===== config.mk =====
export PLATFORM = sky130hd
export DESIGN_NAME = sdram_port_arbiter
export DESIGN_NICKNAME = d
export VERILOG_FILES = /design/src/rtl/sdram_port_arbiter.sv
export SDC_FILE = /design/constraint.sdc
export NUM_CORES = 1
export LEC_CHECK = 0
export ABC_AREA = 1
export BUFFER_PORTS_ARGS = -buffer_cell sky130_fd_sc_hd__buf_2
export CORE_AREA = 4 4 95 97
export CTS_CLUSTER_DIAMETER = 40
export DETAILED_ROUTE_END_ITERATION = 10
export DIE_AREA = 0 0 99 101
export GPL_ROUTABILITY_DRIVEN = 0
export PLACE_DENSITY = 0.76
export SYNTH_ARGS = -nofsm -noshare
export SYNTH_HDL_FRONTEND = slang
export SYNTH_SLANG_ARGS = --single-unit

===== constraint.sdc =====
create_clock -name i_dram_clk -period 4.5 [get_ports i_dram_clk]
set_clock_uncertainty 0.2 [all_clocks]
set_input_delay 0.225 -clock i_dram_clk [delete_from_list [all_inputs] [get_ports i_dram_clk]]
set_output_delay 0.225 -clock i_dram_clk [all_outputs]
set_load 0.01 [all_outputs]

===== src/rtl/sdram_port_arbiter.sv =====
// Round-robin arbiter sharing the SDRAM controller's user read/write port
// between NumPorts requesters, with a per-transaction completion watchdog.
module sdram_port_arbiter #(
  parameter int NumPorts      = 2,
  parameter int AddrWidth     = 22,
  parameter int DataWidth     = 16,
  parameter int TimeoutCycles = 4096
) (
  input  logic                           i_dram_clk,
  input  logic                           i_rst_n,
  input  logic [NumPorts-1:0]            i_req,
  input  logic [NumPorts-1:0]            i_we,
  input  logic [NumPorts*AddrWidth-1:0]  i_addr,
  input  logic [NumPorts*DataWidth-1:0]  i_wr_data,
  output logic [NumPorts-1:0]            o_ack,
  output logic [NumPorts-1:0]            o_rd_valid,
  output logic [DataWidth-1:0]           o_rd_data,
  output logic                           o_err,
  output logic                           o_busy,
  output logic                           o_ctrl_wr_req,
  output logic                           o_ctrl_rd_req,
  output logic [AddrWidth-1:0]           o_ctrl_addr,
  output logic [DataWidth-1:0]           o_ctrl_wr_data,
  input  logic                           i_ctrl_wr_done,
  input  logic                           i_ctrl_rd_rdy,
  input  logic [DataWidth-1:0]           i_ctrl_rd_data
);

  localparam int PortIdxWidth = (NumPorts > 1) ? $clog2(NumPorts) : 1;
  localparam int CntWidth     = (TimeoutCycles > 1) ? $clog2(TimeoutCycles) : 1;

  typedef enum logic [1:0] {IDLE, WR_WAIT, RD_WAIT, DONE} state_e;

  state_e                  state_q, state_d;
  // The round-robin pointer always equals the last grant, so it also selects the ack target.
  logic [PortIdxWidth-1:0] ptr_q, ptr_d;
  logic [AddrWidth-1:0]    addr_q, addr_d;
  logic [DataWidth-1:0]    wr_data_q, wr_data_d;
  logic [DataWidth-1:0]    rd_data_q, rd_data_d;
  logic [CntWidth-1:0]     cnt_q, cnt_d;
  logic                    rd_flag_q, rd_flag_d;
  logic                    err_flag_q, err_flag_d;

  logic                    found;
  logic [PortIdxWidth-1:0] win;
  logic [PortIdxWidth-1:0] idx;
  logic                    timeout;

  // NOTE: sequential state is updated only with non-blocking assignments so every
  // flop samples the values from before the edge, independent of process order.
  always_ff @(posedge i_dram_clk or negedge i_rst_n) begin
    if (!i_rst_n) begin
      state_q    <= IDLE;
      ptr_q      <= PortIdxWidth'(NumPorts - 1);
      addr_q     <= '0;
      wr_data_q  <= '0;
      rd_data_q  <= '0;
      cnt_q      <= '0;
      rd_flag_q  <= 1'b0;
      err_flag_q <= 1'b0;
    end else begin
      state_q    <= state_d;
      ptr_q      <= ptr_d;
      addr_q     <= addr_d;
      wr_data_q  <= wr_data_d;
      rd_data_q  <= rd_data_d;
      cnt_q      <= cnt_d;
      rd_flag_q  <= rd_flag_d;
      err_flag_q <= err_flag_d;
    end
  end

  // NOTE: every signal assigned in a combinational block gets a default first;
  // a path that leaves one unassigned would infer a latch.
  always_comb begin
    state_d    = state_q;
    ptr_d      = ptr_q;
    addr_d     = addr_q;
    wr_data_d  = wr_data_q;
    rd_data_d  = rd_data_q;
    cnt_d      = cnt_q;
    rd_flag_d  = rd_flag_q;
    err_flag_d = err_flag_q;
    found      = 1'b0;
    win        = ptr_q;
    idx        = ptr_q;
    timeout    = (cnt_q == CntWidth'(TimeoutCycles - 1));

    // Search starts one past the last winner so each port waits at most NumPorts-1 grants.
    for (int i = 1; i <= NumPorts; i++) begin
      idx = PortIdxWidth'((int'(ptr_q) + i) % NumPorts);
      if (!found && i_req[idx]) begin
        found = 1'b1;
        win   = idx;
      end
    end

    case (state_q)
      IDLE: begin
        if (found) begin
          ptr_d      = win;
          addr_d     = i_addr[int'(win)*AddrWidth +: AddrWidth];
          wr_data_d  = i_wr_data[int'(win)*DataWidth +: DataWidth];
          cnt_d      = '0;
          rd_flag_d  = 1'b0;
          err_flag_d = 1'b0;
          state_d    = i_we[win] ? WR_WAIT : RD_WAIT;
        end
      end
      WR_WAIT: begin
        if (i_ctrl_wr_done) begin
          state_d = DONE;
        end else if (timeout) begin
          err_flag_d = 1'b1;
          state_d    = DONE;
        end else begin
          cnt_d = cnt_q + 1'b1;
        end
      end
      RD_WAIT: begin
        if (i_ctrl_rd_rdy) begin
          rd_data_d = i_ctrl_rd_data;
          rd_flag_d = 1'b1;
          state_d   = DONE;
        end else if (timeout) begin
          err_flag_d = 1'b1;
          state_d    = DONE;
        end else begin
          cnt_d = cnt_q + 1'b1;
        end
      end
      DONE: begin
        rd_flag_d  = 1'b0;
        err_flag_d = 1'b0;
        state_d    = IDLE;
      end
      default: state_d = IDLE;
    endcase
  end

  always_comb begin
    o_ack      = '0;
    o_rd_valid = '0;
    o_err      = 1'b0;
    if (state_q == DONE) begin
      o_ack[ptr_q]      = 1'b1;
      o_rd_valid[ptr_q] = rd_flag_q;
      o_err             = err_flag_q;
    end
  end

  assign o_busy         = (state_q != IDLE);
  assign o_ctrl_wr_req  = (state_q == WR_WAIT);
  assign o_ctrl_rd_req  = (state_q == RD_WAIT);
  assign o_ctrl_addr    = addr_q;
  assign o_ctrl_wr_data = wr_data_q;
  assign o_rd_data      = rd_data_q;

endmodule


==> results summary <==
The layout overhead on the synthesized area came out at 55.0%. The footprint of the flip-flops and latches is 0.00178 mm². The number of filler instances in the final layout is 586. The estimated wirelength of the detail-placed design is 6.79 mm. The number of buffers and inverters on the critical path came out at 2. The number of warning messages in the yosys log is 0. The wire length of the first global-routing pass is 18.4 mm.

The switching power of the nets came out at 1.37 mW. Dividing the detail-routed wire length by the instance count gives 14.0 µm. Derived from the worst setup path, the maximum achievable clock frequency is 0.289 GHz.

The final period utilization is 76.8%. The floorplan has 33 rows. The total clock sinks is 71. Along the worst hold path, the cell count comes to 7.

The sequential share of the synthesized area came out at 49.0%. The layout net count is 790. The number of maximum-capacitance constraint violations came out at 0. The total wire length after detailed routing is 11.1 mm. The count of buffers added on input and output ports is 161. In this design, the largest share of critical-path delay is due to buffers and inverters. The category of the worst setup path launch point is a flop.

The largest fanout of any net on the critical path is 76. The combined area of all synthesized cells came out at 0.00363 mm². The worst slew slack as a fraction of its limit came out at 23.9%.

The instance count of the mapped netlist came out at 438. The switching share of power is 39.1%. The fraction of power consumed by combinational cells is 52.3%. Measured along the y axis, the die boundary spans 101 µm. The number of DRC markers after the initial detailed-route iteration is 224. The clock-pin slew reported for the worst setup and hold paths after clock tree synthesis is 0.07 ns. The total congestion overflow after global routing came out at 0. TritonCTS built the clock tree. In this run the number of H-tree levels came out at 3. The die covers 0.0100 mm². In the final layout, the multi-input gates occupy 0.00163 mm². During I/O placement, the number of pins put on the boundary was 162. In the routed design, unresolved DRC markers number 0. The analysis attributes to cell leakage a power of 2.76 nW.

On the critical path, the stage with the largest delay is an instance of inv_2. The slack of the worst reg-to-reg path came out at 1.04 ns. The highest ir drop seen on vdd is 0.000398 V. The number of inserted diodes came out at 0. For this design the ratio of total power to cell area is 625 mW/mm². Synthesis produced a netlist with a net count of 545. The number of synthesized register bits came out at 71. The number of vias per cell after detailed routing is 5.09. The largest net degree at the start of global routing came out at 77.

The first-pass iteration count of the detailed router is 5. The placed cell count is 683. The critical path is of the flop to flop type. The horizontal extent of the die came out at 99 µm. The via count of the first global-routing pass came to 4,051. In the final layout, the share of cells above drive strength 1 is 30.1%. For the worst setup path, the data arrival time is 3.48 ns.

The effective utilization at floorplan came out at 44.6%. Internal power comes to 2.14 mW. The path class of the tightest hold or removal check is input pin to flop. The flow ran to the end, and the final reports show no timing, DRC or antenna violations. The number of distinct library cells after synthesis is 26. The mean area per synthesized cell came out at 8.28 µm². The total setup violations reported at the end of the flow is 0. The measured slew at the worst slew-check pin is 1.14 ns. Setup repair after global routing left no endpoint under its margin. The number of antenna violations at the first check in global routing is 0. The critical path goes through nand2_2 > nand3_1 > nand2_1 > inv_2 > a31oi_1 > dlygate4sd3_1. The worst setup path is captured at a flop. The post-CTS repair timing setup buffer count is 0. TritonCTS created 9 clock buffers. The routed via count is 4,034. Sequential cells burn 31.5% of the power.

The count of cells in the finished layout, fillers not included, comes to 793. The core footprint came out at 0.00813 mm². The latest clock arrival within the worst-skew pair is 0.35 ns.

Of the total power, the clock network draws 16.3%. The worst reg-to-reg path cell count came out at 6. The final worst hold slack is 0.111 ns. In this run the clock root is driven by a clkbuf_8. Across every metal layer, demand over resource in global routing totals 22.6%. The aggregate negative setup slack is 0 ns. The hold violation total from the final report was 0.

The post-route minimum period came out at 3.46 ns. The number of buffers between clock root and the deepest sink is 2. The total power after layout came out at 3.51 mW. The remaining antenna violation count after routing came out at 0.

The count of final max-slew check failures came out at 0. The cell depth of the worst setup path came out at 6. The worst stage delay on the critical path is 0.80 ns. At the worst endpoint, the required time is 4.52 ns.
## layout by cell type (no fill, tap or decap)
master and instances:
o21ai_2 3, nand3_2 2, clkbuf_8 10, bufinv_16 2
clkinv_2 1, ha_1 7, dlygate4sd3_1 94, nand4_1 4
inv_2 1, dfstp_2 1, o21ai_0 6, clkinvlp_4 1
clkbuf_1 1, xnor2_1 1, mux2_2 16, dfrtp_1 70
inv_1 23, buf_2 160, a21oi_1 2, nand3_1 51
buf_4 3, nand2_1 116, nor2_1 64, nor2_4 1
nor3_1 2, a31oi_1 38, nand2_2 2, nand4_2 1
clkinv_4 1, nor2_2 2, xor2_1 2
## registers in the layout (all words and copies together) (netlist names)
name and cells:
o_ctrl_addr 22, o_ctrl_wr_data 16, o_rd_data 16, cnt_q 12
state_q 2, err_flag_q 1, ptr_q 1, rd_flag_q 1
## synthesized netlist by cell type (all sizes together)
cell type  count  area share (%)
a21oi          2            0.28
a31oi         38             6.6
buf           15             2.6
clkbuf         8            0.83
dfrtp         70              48
dfstp          1            0.72
ha             7             2.4
inv           24             2.5
mux2          16             5.0
nand2        118              12
nand3         53             7.6
nand4          5             1.0
nor2          67             7.3
nor3           2            0.28
o21ai          9             1.6
xnor2          1            0.24
xor2           2            0.48
## worst register-to-register path, stage by stage, from the launching register on
cell and delay [ns]:
dfstp_2 0.59, nand2_2 0.46, nand3_1 0.26, nand2_1 0.11, inv_2 0.80, a31oi_1 0.27
dlygate4sd3_1 0.66
## metal layers
metal	track usage, %	wire length (µm)	up-vias
li1	-	-	1936
met1	27.0	4290	1908
met2	39.6	5670	168
met3	6.23	942	22
met4	7.25	218	0
met5	0	0	-
## path summary, 6_finish.rpt
path | endpoint | startpoint
worst max register to register | o_ctrl_addr[11]$_DFFE_PN0P_ | ptr_q$_DFFE_PN1P_
min in group asynchronous | o_rd_data[7]$_DFFE_PN0P_ | i_rst_n
worst min-delay path | state_q[1]$_DFFE_PN0P_ | i_ctrl_wr_done
worst min register to register | o_rd_data[0]$_DFFE_PN0P_ | o_rd_data[0]$_DFFE_PN0P_
max in group asynchronous | state_q[1]$_DFFE_PN0P_ | i_rst_n
worst max-delay path | o_ctrl_addr[11]$_DFFE_PN0P_ | ptr_q$_DFFE_PN1P_
## stage by stage
step	setup slack [ns]	util [%]	instance area, µm²
after floorplan	2.67	-	3630
after global placement	1.77	54.8	4460
after detailed placement	1.67	54.8	4460
after CTS	1.14	69.1	5620
after global routing	0.730	69.1	5620
final	1.04	69.1	5620
## repair_timing
action,4_1_cts,5_1_grt
resized for setup,0,0
hold buffers,94,0
hold endpoints to repair,125,0
## layout make-up
class / instances / share of cell area [%]
sequential: 71 / 31.6
tap: 105 / 2.34
clock inverter: 5 / 1.45
multi-input combinational: 320 / 29.1
clock buffer: 11 / 2.52
inverter: 24 / 1.60
timing repair buffer: 257 / 31.4
## kinds of logic after synthesis
group	Yosys count	synth area share [%]
AO/OA/AOI/OAI	49	8.39
buffers and inverters	47	5.93
multiplexers	16	4.97
AND/OR/NAND/NOR	245	28.5
flip-flops	71	49.0
XOR/XNOR	3	0.725
adder cells (fa/ha/maj)	7	2.42
## power groups by stage
stage,clock network [mW],registers (mW),logic (mW)
2_1_floorplan,0,1.20,0.847
3_3_place_gp,0,1.10,1.38
3_5_place_dp,0,1.11,1.42
4_1_cts,0.581,1.10,1.80
5_1_grt,0.611,1.14,2.03
6_report,0.571,1.10,1.83
Power figures use the tool's default switching activity.
